===== config.mk =====
export PLATFORM = sky130hd
export DESIGN_NAME = serial_tx_port
export DESIGN_NICKNAME = d
export VERILOG_FILES = /design/src/rtl/serial_tx_port.sv
export SDC_FILE = /design/constraint.sdc
export NUM_CORES = 1
export LEC_CHECK = 0
export BUFFER_PORTS_ARGS = -buffer_cell sky130_fd_sc_hd__buf_2
export CORE_MARGIN = 1
export CORE_UTILIZATION = 58
export CTS_BUF_LIST = sky130_fd_sc_hd__clkbuf_4 sky130_fd_sc_hd__clkbuf_8
export CTS_CLUSTER_DIAMETER = 50
export CTS_CLUSTER_SIZE = 25
export DETAILED_ROUTE_END_ITERATION = 16
export HOLD_SLACK_MARGIN = 0.05
export PLACE_DENSITY_LB_ADDON = 0.3
export REMOVE_ABC_BUFFERS = 1
export SLEW_MARGIN = 20
export SYNTH_ARGS = -nofsm -noshare
export SYNTH_HDL_FRONTEND = slang
export SYNTH_SLANG_ARGS = --single-unit

===== constraint.sdc =====
create_clock -name clock -period 4.1 [get_ports clock]
set_input_delay 0.205 -clock clock [delete_from_list [all_inputs] [get_ports clock]]
set_output_delay 0.205 -clock clock [all_outputs]
set_load 0.01 [all_outputs]

===== src/rtl/serial_tx_port.sv =====
// Memory-mapped 8N1 UART transmitter: bus writes fill a small TX FIFO that a
// bit-timing FSM drains onto tx_out; STATUS/CTRL registers are readable.
module serial_tx_port #(
    parameter int unsigned CLKS_PER_BIT = 4,
    parameter int unsigned FIFO_DEPTH   = 4
) (
    input  logic        clock,
    input  logic        reset_in,
    input  logic        bus_cs,
    input  logic [3:0]  bus_addr,
    input  logic        bus_wren,
    input  logic        bus_rden,
    input  logic [31:0] bus_wdata,
    input  logic [3:0]  bus_wmask,
    output logic [31:0] bus_rdata,
    output logic        tx_out,
    output logic        tx_busy,
    output logic        irq_empty
);

    localparam int unsigned PTR_W  = $clog2(FIFO_DEPTH);
    localparam int unsigned CNT_W  = 5;
    localparam int unsigned BAUD_W = 16;
    localparam int unsigned BIT_W  = 3;

    localparam logic [BAUD_W-1:0] BAUD_LAST = BAUD_W'(CLKS_PER_BIT - 1);
    localparam logic [CNT_W-1:0]  DEPTH_C   = CNT_W'(FIFO_DEPTH);

    localparam logic [1:0] ST_IDLE  = 2'd0;
    localparam logic [1:0] ST_START = 2'd1;
    localparam logic [1:0] ST_DATA  = 2'd2;
    localparam logic [1:0] ST_STOP  = 2'd3;

    logic [1:0]        state_q, state_d;
    logic [BAUD_W-1:0] baud_q, baud_d;
    logic [BIT_W-1:0]  bit_q, bit_d;
    logic [7:0]        shift_q, shift_d;
    logic              tx_q, tx_d;
    logic              busy_q, busy_d;
    logic [CNT_W-1:0]  count_q, count_d;
    logic [PTR_W-1:0]  wr_ptr_q, wr_ptr_d;
    logic [PTR_W-1:0]  rd_ptr_q, rd_ptr_d;
    logic              ovf_q, ovf_d;
    logic              irq_en_q, irq_en_d;
    logic              irq_q, irq_d;
    logic [31:0]       rdata_q, rdata_d;
    logic [7:0]        mem_q [FIFO_DEPTH];

    logic wr_txdata, wr_ctrl, rd_req, fifo_empty, fifo_full, push, pop;
    logic unused_bits;

    assign wr_txdata  = bus_cs && bus_wren && (bus_addr == 4'h0) && bus_wmask[0];
    assign wr_ctrl    = bus_cs && bus_wren && (bus_addr == 4'h8) && bus_wmask[0];
    assign rd_req     = bus_cs && bus_rden;
    assign fifo_empty = (count_q == '0);
    assign fifo_full  = (count_q >= DEPTH_C);
    assign push       = wr_txdata && !fifo_full;
    assign unused_bits = ^{bus_wdata[31:8], bus_wmask[3:1]};

    // State register
    always_ff @(posedge clock or posedge reset_in) begin
        if (reset_in) begin
            state_q  <= ST_IDLE;
            baud_q   <= '0;
            bit_q    <= '0;
            shift_q  <= '0;
            tx_q     <= 1'b1;
            busy_q   <= 1'b0;
            count_q  <= '0;
            wr_ptr_q <= '0;
            rd_ptr_q <= '0;
            ovf_q    <= 1'b0;
            irq_en_q <= 1'b0;
            irq_q    <= 1'b0;
            rdata_q  <= '0;
        end else begin
            state_q  <= state_d;
            baud_q   <= baud_d;
            bit_q    <= bit_d;
            shift_q  <= shift_d;
            tx_q     <= tx_d;
            busy_q   <= busy_d;
            count_q  <= count_d;
            wr_ptr_q <= wr_ptr_d;
            rd_ptr_q <= rd_ptr_d;
            ovf_q    <= ovf_d;
            irq_en_q <= irq_en_d;
            irq_q    <= irq_d;
            rdata_q  <= rdata_d;
        end
    end

    // FIFO storage needs no reset; occupancy is tracked by count_q
    always_ff @(posedge clock) begin
        if (push) begin
            mem_q[wr_ptr_q] <= bus_wdata[7:0];
        end
    end

    // Next-state: serialiser, FIFO bookkeeping and register file
    always_comb begin
        state_d  = state_q;
        baud_d   = baud_q;
        bit_d    = bit_q;
        shift_d  = shift_q;
        tx_d     = tx_q;
        busy_d   = busy_q;
        pop      = 1'b0;
        ovf_d    = ovf_q;
        irq_en_d = irq_en_q;
        rdata_d  = rdata_q;

        case (state_q)
            ST_IDLE: begin
                tx_d = 1'b1;
                if (!fifo_empty) begin
                    pop     = 1'b1;
                    shift_d = mem_q[rd_ptr_q];
                    state_d = ST_START;
                    tx_d    = 1'b0;
                    busy_d  = 1'b1;
                    baud_d  = '0;
                end
            end
            ST_START: begin
                if (baud_q == BAUD_LAST) begin
                    baud_d  = '0;
                    bit_d   = '0;
                    state_d = ST_DATA;
                    tx_d    = shift_q[0];
                end else begin
                    baud_d = baud_q + BAUD_W'(1);
                end
            end
            ST_DATA: begin
                if (baud_q == BAUD_LAST) begin
                    baud_d = '0;
                    if (bit_q == 3'd7) begin
                        state_d = ST_STOP;
                        tx_d    = 1'b1;
                    end else begin
                        shift_d = shift_q >> 1;
                        tx_d    = shift_q[1];
                        bit_d   = bit_q + BIT_W'(1);
                    end
                end else begin
                    baud_d = baud_q + BAUD_W'(1);
                end
            end
            default: begin
                // Stop bit; chain straight into the next frame when data is waiting
                if (baud_q == BAUD_LAST) begin
                    baud_d = '0;
                    if (!fifo_empty) begin
                        pop     = 1'b1;
                        shift_d = mem_q[rd_ptr_q];
                        state_d = ST_START;
                        tx_d    = 1'b0;
                    end else begin
                        state_d = ST_IDLE;
                        busy_d  = 1'b0;
                    end
                end else begin
                    baud_d = baud_q + BAUD_W'(1);
                end
            end
        endcase

        count_d  = count_q;
        wr_ptr_d = wr_ptr_q;
        rd_ptr_d = rd_ptr_q;
        if (push) begin
            wr_ptr_d = wr_ptr_q + PTR_W'(1);
        end
        if (pop) begin
            rd_ptr_d = rd_ptr_q + PTR_W'(1);
        end
        case ({push, pop})
            2'b10:   count_d = count_q + CNT_W'(1);
            2'b01:   count_d = count_q - CNT_W'(1);
            default: count_d = count_q;
        endcase

        if (rd_req) begin
            case (bus_addr)
                4'h4:    rdata_d = {24'h0, count_q[3:0], ovf_q, fifo_empty, fifo_full, busy_q};
                4'h8:    rdata_d = {31'h0, irq_en_q};
                default: rdata_d = '0;
            endcase
        end

        // A dropped write on the same edge as a STATUS read keeps overflow set
        if (rd_req && (bus_addr == 4'h4)) begin
            ovf_d = 1'b0;
        end
        if (wr_txdata && fifo_full) begin
            ovf_d = 1'b1;
        end

        if (wr_ctrl) begin
            irq_en_d = bus_wdata[0];
        end

        irq_d = irq_en_d && (count_d == '0) && !busy_d;
    end

    assign bus_rdata = rdata_q;
    assign tx_out    = tx_q;
    assign tx_busy   = busy_q;
    assign irq_empty = irq_q;

endmodule


==> summary.md, run 1 <==
| Metric | Value |
|---|---|
| Register area share after synthesis | `between 50% and 60%` |
| CTS tree | `yes` |
| Critical path type | `reg -> reg` |
| Vias after detailed routing | `~2800` |
| Detail Route Antenna Nets | `0` |
| Async set-reset flop share out of synthesis | `61.4%` |
| Max Clock Skew | `about 0.010 ns` |
| Req. time, crit path | `approximately 4.4 ns` |
| #FFs+latches synth | `83` |
| Post-CTS Setup Inserts | `0` |
| RSZ-0062 raised after global routing | `no` |
| Post-synthesis instance total | `366` |
| Design Area, Final | `~0.0046 mm^2` |
| Number of global-route vias before repair | `2726` |
| CP arrival | `around 3.7 ns` |
| DRC | `0` |
| Sequential Power Share | `56.7%` |
| Slew Viols, Final | `0` |
| Synth Cell Area | `between 0.004 and 0.005 mm^2` |
| DRT Wirelength | `7830 um` |
| Die outline width | `between 80 and 90 um` |
| Startpoint class of the critical path | `flip-flop` |
| Post-DP HPWL | `~5200 um` |
| CTS buffer count | `9` |
| Overall Global Routing Usage | `between 20% and 30%` |
| Crit-path slowest cell | `or4_2` |
| Status | `finished with violations` |
| Internal power | `1.18 mW` |
| Tightest Pin Transition | `approximately 0.86 ns` |
| Gr ovfl total | `0` |
| Util after Layout | `about two thirds` |
| First-pass GRT wire length | `~13000 um` |
| Sum Neg Setup Slack | `0 ns` |
| Leakage power | `between 1.5 and 2 nW` |
| Final Wtd Congestion | `between 0.8 and 0.9` |
| Longest Clk Path Bufs | `2` |
| Clk root buf | `clkbuf_8` |
| Syn avg cell area | `11.6 um^2` |
| Violated checks | `negative hold slack` |
| Most common cell after layout, fill and taps aside | `dfrtp_1` |
| PortBufs | `28` |
| Starting density of the core | `61.2%` |
| P per Cell Area | `335 mW/mm^2` |
| Worst Hold Class | `in -> async` |
| Combinational Power Share | `3.2%` |
| Final period utilization | `between 80% and 90%` |
| DR pass1 iterations | `4` |
| Dpl cell area | `0.00434 mm^2` |
| Routed WL per cell | `about 16 um` |
| Worst skew pair latency | `~0.37 ns` |
| Final Net Count | `around 450` |
| Total net switching power | `roughly 0.36 mW` |
| Number of diodes | `0` |
| Max cap viols | `0` |
| Initial antenna violation count | `0` |
| CTS sink cnt | `slightly above 80` |
| Most frequent cells in the layout | `50 x dfrtp_1, 36 x nand2_1, 33 x o21ai_0` |
| Boundary Pins | `80` |
| Final hold vios | `35` |
| Mux contribution to synthesized area | `a little over 7%` |
| Post-cts resize count | `0` |
| Clock transition at the registers of the reported paths | `about 0.09 ns` |
| Critical Path End Type | `flip-flop` |
| Crit-path max FO | `6` |
| Slowest stage delay, CP | `approximately 0.53 ns` |
| H-tree Lvls | `3` |
| Critical-path cell list | `ha_1, nor4b_2, a41oi_1, nor3_2, xor2_1, ha_1, or4_2, mux2_2, a21oi_1, xor2_1, nor4_2` |
| Yosys warnings | `0` |
| Main combinational cell family by area after synthesis | `simple AND/OR/NAND/NOR gates` |
| Pwr Total | `between 1.5 and 2 mW` |
| Clock Power Share | `approximately two fifths` |
| Max-slew headroom | `42.4%` |
| Core area | `0.00694 mm^2` |
| Fill cell count | `roughly 540` |
| Crit path time final | `approximately 3.5 ns` |
| Worst reg2reg path depth | `11` |
| EDFF count, synth | `32` |
| Most used DFF post-synth | `dfrtp_1` |
| Area share of xor/xnor cells in the synthesized design | `2.06%` |
| Compound-Gate Fraction of Synth Area | `approximately an eighth` |
| Adder-cell area share of the yosys netlist | `between 3 and 4%` |
| Vias/cell | `around 5.7` |
| 1st-iter DRT viols | `roughly 180` |
| Die Y-Extent | `approximately 88 um` |
| Cell Rows | `30` |
| Max IR drop VDD | `0.000272 V` |
| Synth unique cells | `59` |
| Worst hold slack | `-0.0331 ns` |
| FMAX | `around 290 MHz` |
| Largest net degree at the start of global routing | `52` |
| Simple-Gate Fraction of Synth Area | `14.5%` |
| FF-to-FF setup slack | `around 0.65 ns` |
| Final setup viols | `0` |
| Layout cells sized above 1 | `19.8%` |
| Die area | `0.00768 mm^2` |
| Switching Fraction | `23.4%` |
| Synth-to-Final Area Change | `7.83%` |
==> metrics by stage <==
stage	worst slack, ns	instances
after global routing	0.430	495
after floorplan	1.12	349
after detailed placement	0.752	475
after CTS	0.663	495
final	0.650	495
after global placement	0.816	475
==> what timing repair did <==
item | CTS | global route
hold endpoints to repair | 16 | 0
setup endpoints to repair | 0 | 0
hold buffers | 4 | 0
==> metal layers <==
layer	part of all wire, %	up-vias	wire (um)	global-route usage [%]
met2	50	74	3880	37.9
met5	0	-	0	0
met3	3.3	14	256	4.71
li1	-	1350	-	-
met1	45	1372	3540	31.0
met4	2.0	0	157	8.94
==> power groups by stage <==
stage	Clock [mW]	Combinational, mW	Sequential [mW]
2_1_floorplan	0	0.0254	0.889
3_3_place_gp	0	0.0450	0.888
3_5_place_dp	0	0.0464	0.888
4_1_cts	0.624	0.0495	0.871
5_1_grt	0.656	0.0572	0.872
6_report	0.615	0.0491	0.871
==> cells in the mapped netlist, types with 2 or more instances <==
cell       n  area (um^2)
nand3b_1   2         15.0
dfrtp_1   50         1250
nor2_1    18         67.6
mux2i_1    8         80.1
buf_4     24          180
clkbuf_1   7         26.3
nor3_1     8         40.0
or3_4      3         33.8
nor4_1     4         25.0
xnor2_1    5         43.8
a22o_2     2         20.0
o21ai_0   33          165
buf_6      3         33.8
a31oi_1    4         25.0
nor4_2     3         37.5
xor2_1     5         43.8
inv_1     12         45.0
buf_2      3         15.0
and3_1     4         25.0
a21o_1     2         15.0
nand4_1    6         37.5
nor4b_2    2         30.0
a22o_1    13          114
nand2_1   36          135
edfxtp_1  32          961
nor4bb_1   2         20.0
and2_1     5         31.3
and4_1     2         17.5
nand3_1    3         15.0
mux2_2     4         45.0
ha_1      13          163
mux4_2     8          180
a21oi_1   14         70.1
==> sequential cells by signal, summed over array words and instances (netlist names) <==
name and flops:
irq_empty 1, bit_q 3, rd_ptr_q 2, irq_en_q 1, tx_out 1, count_q 5, wr_ptr_q 2, mem_q 32
bus_rdata 8, tx_busy 1, baud_q 16, state_q 2, ovf_q 1, shift_q 8
==> layout make-up <==
type / count / area, um^2 / share of cell area, %
Timing Repair Buffer: 34 / 195 / 4.26
Sequential cell: 83 / 2240 / 48.8
Clock inverter: 7 / 83.8 / 1.83
Inverter: 12 / 46.3 / 1.01
Multi-Input combinational cell: 254 / 1780 / 38.8
Clock buffer: 9 / 124 / 2.70
Tap cell: 96 / 120 / 2.62
==> cells by family after synthesis <==
kind of cell / count (synthesis)
buffers and inverters: 52
DFF: 83
xor gates and xnor gates: 10
AOI/OAI and AO/OA: 79
muxes: 20
and+or+nand+nor: 108
adders and majority gates: 13
other: 1
==> critical path: cells and delay by family (launching register included) <==
kind	cells	cell delay [ns]
adders and majority gates	2	0.52
and+or+nand+nor	4	1.51
muxes	1	0.27
DFF	1	0.43
xor gates and xnor gates	2	0.26
AOI/OAI and AO/OA	2	0.35
==> final timing paths <==
kind / to / startpoint
max in group asynchronous: shift_q[4] / reset_in
max reg2reg: irq_empty / baud_q[0]
min reg2reg: bus_rdata[3] / ovf_q
min: wr_ptr_q[0] / reset_in
max: irq_empty / baud_q[0]
min in group clock: mem_q[2][6] / bus_wdata[6]
Note: power is estimated with default switching activity, not from simulation.
==> run 2, diff against run 1 <==
Clock period 4.1 ns to 3.6 ns, I/O delays scaled along.
==> run 2 against run 1 <==
Effect of this change:
- the flow now finishes without violations
- worst setup slack worse by 0.14 ns
- count of clock-buffer cells in the layout is 1 higher
- worst hold slack better by 0.11 ns
- first-iteration DRC count is 1.1% lower
- sequential share of layout area is 0.57 points lower
- sequential power is 14% higher
- die area stayed put
- global-route usage is 0.50 points lower
- final cell count is 1.0% higher
- via count is 0.28% higher
- combinational power is 20% higher
- clock skew is 0.00096 ns higher
- largest cell class unchanged
- highest routed layer unchanged
==> summary.md, run 2 (synthesized netlist as in run 1, its figures left out) <==
| Metric | Value |
|---|---|
| DRC | `0` |
| Max-slew headroom | `approximately two fifths` |
| Die area | `about 0.0077 mm^2` |
| PortBufs | `28` |
| Gr ovfl total | `0` |
| Status | `complete, no violations` |
| Max cap viols | `0` |
| Die Y-Extent | `roughly 90 um` |
| Worst Hold Class | `in -> reg` |
| DR pass1 iterations | `4` |
| Most Frequent Cell on Critical Path | `xor2_1` |
| Max Clock Skew | `between 0.01 and 0.015 ns` |
| Sum Neg Setup Slack | `0 ns` |
| Core area | `around 0.0069 mm^2` |
| Number of global-route vias before repair | `roughly 2700` |
| Dpl cell area | `approximately 0.0043 mm^2` |
| Post-DP HPWL | `around 5200 um` |
| DRT Wirelength | `7820 um` |
| Crit path time final | `between 3 and 4 ns` |
| Clk root buf | `clkbuf_8` |
| Crit-path leading delay family | `simple AND/OR/NAND/NOR gates` |
| Layout cells sized above 1 | `approximately a fifth` |
| Routed WL per cell | `roughly 16 um` |
| Final period utilization | `85.9%` |
| Die outline width | `87.6 um` |
| Longest Clk Path Bufs | `2` |
| Most frequent cells in the layout | `50 x dfrtp_1, 36 x nand2_1, 33 x o21ai_0` |
| Most common cell after layout, fill and taps aside | `dfrtp_1` |
| Overall Global Routing Usage | `a little under a quarter` |
| CTS buffer count | `9` |
| Critical path type | `reg -> reg` |
| H-tree Lvls | `3` |
| First-pass GRT wire length | `about 13000 um` |
| Req. time, crit path | `slightly below 4 ns` |
| Startpoint class of the critical path | `flip-flop` |
| Critical Path End Type | `flip-flop` |
| Final Net Count | `457` |
| Critical-path cell list | `or3_4, o32ai_1, nor3_2, xor2_1, ha_1, or4_2, mux2_2, a21oi_1, xor2_1, nor4_2` |
| Slowest stage delay, CP | `approximately 0.54 ns` |
| Detail Route Antenna Nets | `0` |
| 1st-iter DRT viols | `173` |
| Initial antenna violation count | `0` |
| Final hold vios | `0` |
| Largest net degree at the start of global routing | `52` |
| FMAX | `roughly 320 MHz` |
| Synth-to-Final Area Change | `9.09%` |
| Vias after detailed routing | `~2800` |
| CTS tree | `yes` |
| Vias/cell | `~5.6` |
| Number of diodes | `0` |
| Starting density of the core | `~60%` |
| Leakage power | `between 1.5 and 2 nW` |
| Max IR drop VDD | `~0.00022 V` |
| Cell Rows | `30` |
| Design Area, Final | `0.00464 mm^2` |
| Reg with most FFs | `mem_q` |
| Tightest Pin Transition | `0.873 ns` |
| Final setup viols | `0` |
| Final Wtd Congestion | `between 0.8 and 0.9` |
| Boundary Pins | `80` |
| Slew Viols, Final | `0` |
| Clock transition at the registers of the reported paths | `about 0.090 ns` |
| Worst skew pair latency | `0.35 ns` |
| RSZ-0062 raised after global routing | `no` |
| CP arrival | `3.35 ns` |
| P per Cell Area | `between 300 and 400 mW/mm^2` |
| Post-cts resize count | `0` |
| Crit-path max FO | `9` |
| Crit-path slowest cell | `or4_2` |
| CTS sink cnt | `83` |
| Top flop regs | `mem_q (32), baud_q (16)` |
| Max reg flops | `32` |
| CP Buf/Inv Count | `0` |
-- run 2: cell count changes in the layout (fill, tap and decap cells not counted), sizes merged --
cell and delta:
buf +1, dlygate4sd3 +4, clkinvlp -1, clkbuf +1
-- run 2: cell type report --
| class | instances | area, um^2 |
|---|---|---|
| timing repair buffer | 39 | 243 |
| inverter | 12 | 46.3 |
| clock buffer | 10 | 138 |
| tap | 96 | 120 |
| clock inverter | 6 | 76.3 |
| multi-input combinational | 254 | 1780 |
| fill | 516 | 2300 |
| sequential | 83 | 2240 |
-- run 2: path summary, 6_finish.rpt --
path | slack [ns] | end | start | depth (start not counted)
min in group asynchronous | 0.51 | wr_ptr_q[0] | reset_in | 3
hold reg to reg | 0.50 | bus_rdata[3] | ovf_q | 1
setup / recovery | 0.51 | irq_empty | count_q[2] | 10
hold / removal | 0.07 | mem_q[2][0] | bus_wdata[0] | 1
max in group asynchronous | 2.54 | baud_q[2] | reset_in | 3
setup reg to reg | 0.51 | irq_empty | count_q[2] | 10
-- run 2: metal layers --
metal  wire length [um]  vias to the layer above  GRT usage (%)
li1                   -                     1362              -
met1               3570                     1381           31.1
met2               3820                       67           35.9
met3                322                        8           4.90
met4                105                        0           8.64
met5                  0                        -              0
-- run 2: timing repair --
| item | 4_1_cts | 5_1_grt |
|---|---|---|
| setup buffers | 0 | 0 |
| setup endpoints to repair | 0 | 0 |
| hold endpoints to repair | 24 | 24 |
| hold buffers | 6 | 2 |
-- run 2: metrics by stage --
stage / std cells / setup WS (ns) / total power, mW / hold WS, ns / util (%)
4_1_cts: 498 / 0.503 / 1.77 / 0.0549 / 66.5
3_5_place_dp: 476 / 0.516 / 1.06 / 0.397 / 62.6
5_1_grt: 500 / 0.278 / 1.82 / 0.0654 / 66.8
3_3_place_gp: 476 / 0.543 / 1.06 / 0.395 / 62.6
6_report: 500 / 0.509 / 1.77 / 0.0740 / 66.8
2_1_floorplan: 349 / 0.624 / 1.04 / 0.279 / -
-- run 2: where the power goes --
group	internal [mW]	switching, mW	total (mW)
Sequential	0.988	0.00334	0.991
Combinational	0.0204	0.0387	0.0591
Clock	0.353	0.362	0.715
==> run 3, diff against run 2 <==
Settings changed: CORE_UTILIZATION 58 to 52.
Clock period 3.6 ns to 2.5 ns, I/O delays scaled along.
==> run 3 against run 2 <==
Effect of this change:
- the flow now finishes with violations (negative setup slack)
- clock skew increased by 0.0055 ns
- die area increased by 11%
- worst hold slack improved by 0.022 ns
- critical path depth unchanged
- sequential cell count unchanged
- final cell count increased by 12%
- largest power group unchanged
- sequential power increased by 44%
- clock power increased by 37%
- via count increased by 10%
- global-route usage decreased by 0.52 points
- count of clock-buffer cells in the layout decreased by 1
- design area increased by 14%
==> summary.md, run 3 (synthesized netlist as in run 1, its figures left out) <==
| Metric | Value |
|---|---|
| Status | `finished with violations` |
| Violated checks | `negative setup slack` |
| First-pass GRT wire length | `14500 um` |
| Crit-path max FO | `2` |
| CTS sink cnt | `83` |
| FMAX | `359 MHz` |
| CTS buffer count | `9` |
| Startpoint class of the critical path | `flip-flop` |
| Vias after detailed routing | `around 3100` |
| Routed WL per cell | `approximately 17 um` |
| Most common cell after layout, fill and taps aside | `buf_4` |
| Detail Route Antenna Nets | `0` |
| Critical Path End Type | `flip-flop` |
| Slowest stage delay, CP | `approximately 0.43 ns` |
| Max reg flops | `32` |
| Top flop regs | `mem_q (32), baud_q (16)` |
| Max cap viols | `0` |
| Die Y-Extent | `slightly above 90 um` |
| 1st-iter DRT viols | `between 150 and 200` |
| PortBufs | `28` |
| Starting density of the core | `a little over half` |
| Final hold vios | `0` |
| Longest Clk Path Bufs | `2` |
| DRT Wirelength | `9390 um` |
| Final period utilization | `111%` |
| Max IR drop VDD | `between 0.0003 and 0.0004 V` |
| Max Clock Skew | `around 0.017 ns` |
| Final Net Count | `513` |
| Final setup viols | `3` |
| Clk root buf | `clkbuf_8` |
| Post-DP HPWL | `5900 um` |
| CP arrival | `approximately 3.0 ns` |
| Clock transition at the registers of the reported paths | `~0.1 ns` |
| Fill cell count | `573` |
| Sum Neg Setup Slack | `-0.484 ns` |
| Layout cells sized above 1 | `between 30% and 40%` |
| Die area | `0.00854 mm^2` |
| DRC | `0` |
| Critical-path cell list | `nor4_4, a41oi_2, nor3_2, xor2_1, ha_2, or4_4, mux2_4, a21oi_4, xor2_2, nor4_4` |
| CTS tree | `yes` |
| Boundary Pins | `80` |
| Synth-to-Final Area Change | `23.9%` |
| Final Wtd Congestion | `a little over 0.8` |
| Req. time, crit path | `roughly 2.8 ns` |
| Cell Rows | `32` |
| Critical path type | `reg -> reg` |
| Util after Layout | `67.5%` |
| DR pass1 iterations | `5` |
| Reg with most FFs | `mem_q` |
| Number of diodes | `0` |
| RSZ-0062 raised after global routing | `yes` |
| Initial antenna violation count | `0` |
| Tightest Pin Transition | `around 0.56 ns` |
| Gr ovfl total | `0` |
| Slew Viols, Final | `0` |
| Number of global-route vias before repair | `around 3000` |
| Vias/cell | `5.52` |
| Crit-path slowest cell | `dfrtp_1` |
| P per Cell Area | `about 480 mW/mm^2` |
| Largest net degree at the start of global routing | `52` |
| Most Frequent Cell on Critical Path | `nor4_4` |
| H-tree Lvls | `3` |
| Worst Hold Class | `in -> reg` |
| Most frequent cells in the layout | `52 x buf_4, 50 x dfrtp_1, 36 x nand2_1` |
| Overall Global Routing Usage | `roughly 22%` |
| Crit path time final | `around 2.8 ns` |
| Die outline width | `92.4 um` |
| Final worst setup slack | `-0.284 ns` |
| Leakage power | `approximately 2.3 nW` |
| Worst skew pair latency | `around 0.37 ns` |
| Core area | `about 0.0078 mm^2` |
| Max-slew headroom | `62.9%` |
-- run 3: cell types whose count changed in the layout (fill, tap and decap cells not counted), moves of 3 or more --
cell,delta
ha_1,-4
nor4_4,+5
nor4b_4,+3
ha_2,+3
nor4_1,-3
buf_4,+49
-- run 3: area by class of cell --
cell class	instances	area (um^2)	share of cell area [%]
Clock inverter	7	73.8	1.40
Sequential cell	83	2240	42.5
Tap cell	102	128	2.42
Clock buffer	9	124	2.35
Inverter	12	45.0	0.855
Multi-Input combinational cell	254	1950	37.0
Timing Repair Buffer	95	708	13.4
-- run 3: stage by stage --
step | total power [mW] | area, um^2 | setup WS [ns] | hold slack [ns] | instances
floorplan | 1.50 | 4060 | -0.476 | 0.224 | 349
global placement | 1.54 | 4710 | -0.360 | 0.185 | 527
detailed placement | 1.54 | 4710 | -0.394 | 0.193 | 527
CTS | 2.50 | 5120 | -0.263 | 0.0923 | 556
global route | 2.58 | 5270 | -0.403 | 0.120 | 562
finish | 2.50 | 5270 | -0.284 | 0.0955 | 562
-- run 3: routing by layer --
layer	global-route usage (%)	share of wire [%]
met1	28.3	42
met2	37.5	52
met3	4.84	4.4
met4	7.55	1.6
met5	0	0
-- run 3: power breakdown --
| part | internal [mW] | leakage (nW) | total, mW | switching [mW] |
|---|---|---|---|---|
| logic | 0.0388 | 1.23 | 0.0992 | 0.0603 |
| registers | 1.42 | 0.935 | 1.43 | 0.00523 |
| clock network | 0.396 | 0.101 | 0.977 | 0.581 |
-- run 3: worst max-delay path, delay by kind of cell, from the launching register on --
family / cells / cell delay (ns)
and+or+nand+nor: 4 / 1.06
DFF: 1 / 0.43
AOI/OAI and AO/OA: 2 / 0.35
xor gates and xnor gates: 2 / 0.34
muxes: 1 / 0.28
adders and majority gates: 1 / 0.20
-- run 3: repair_timing --
action	4_1_cts	5_1_grt
buffers inserted	3	6
endpoints found under the hold margin	83	0
endpoints found under the setup margin	3	4
pin swaps	11	14
gates resized for setup	16	15
hold buffers	10	0
-- run 3: final timing paths --
kind,startpoint,to,slack [ns],cells past startpoint
worst max-delay path,baud_q[15],irq_empty,-0.28,10
worst min-delay path,bus_addr[3],ovf_q,0.1,4
worst max register to register,baud_q[15],irq_empty,-0.28,10
worst min register to register,ovf_q,bus_rdata[3],0.50,1
max in group asynchronous,reset_in,tx_out,1.87,4
min in group asynchronous,reset_in,wr_ptr_q[0],0.33,4
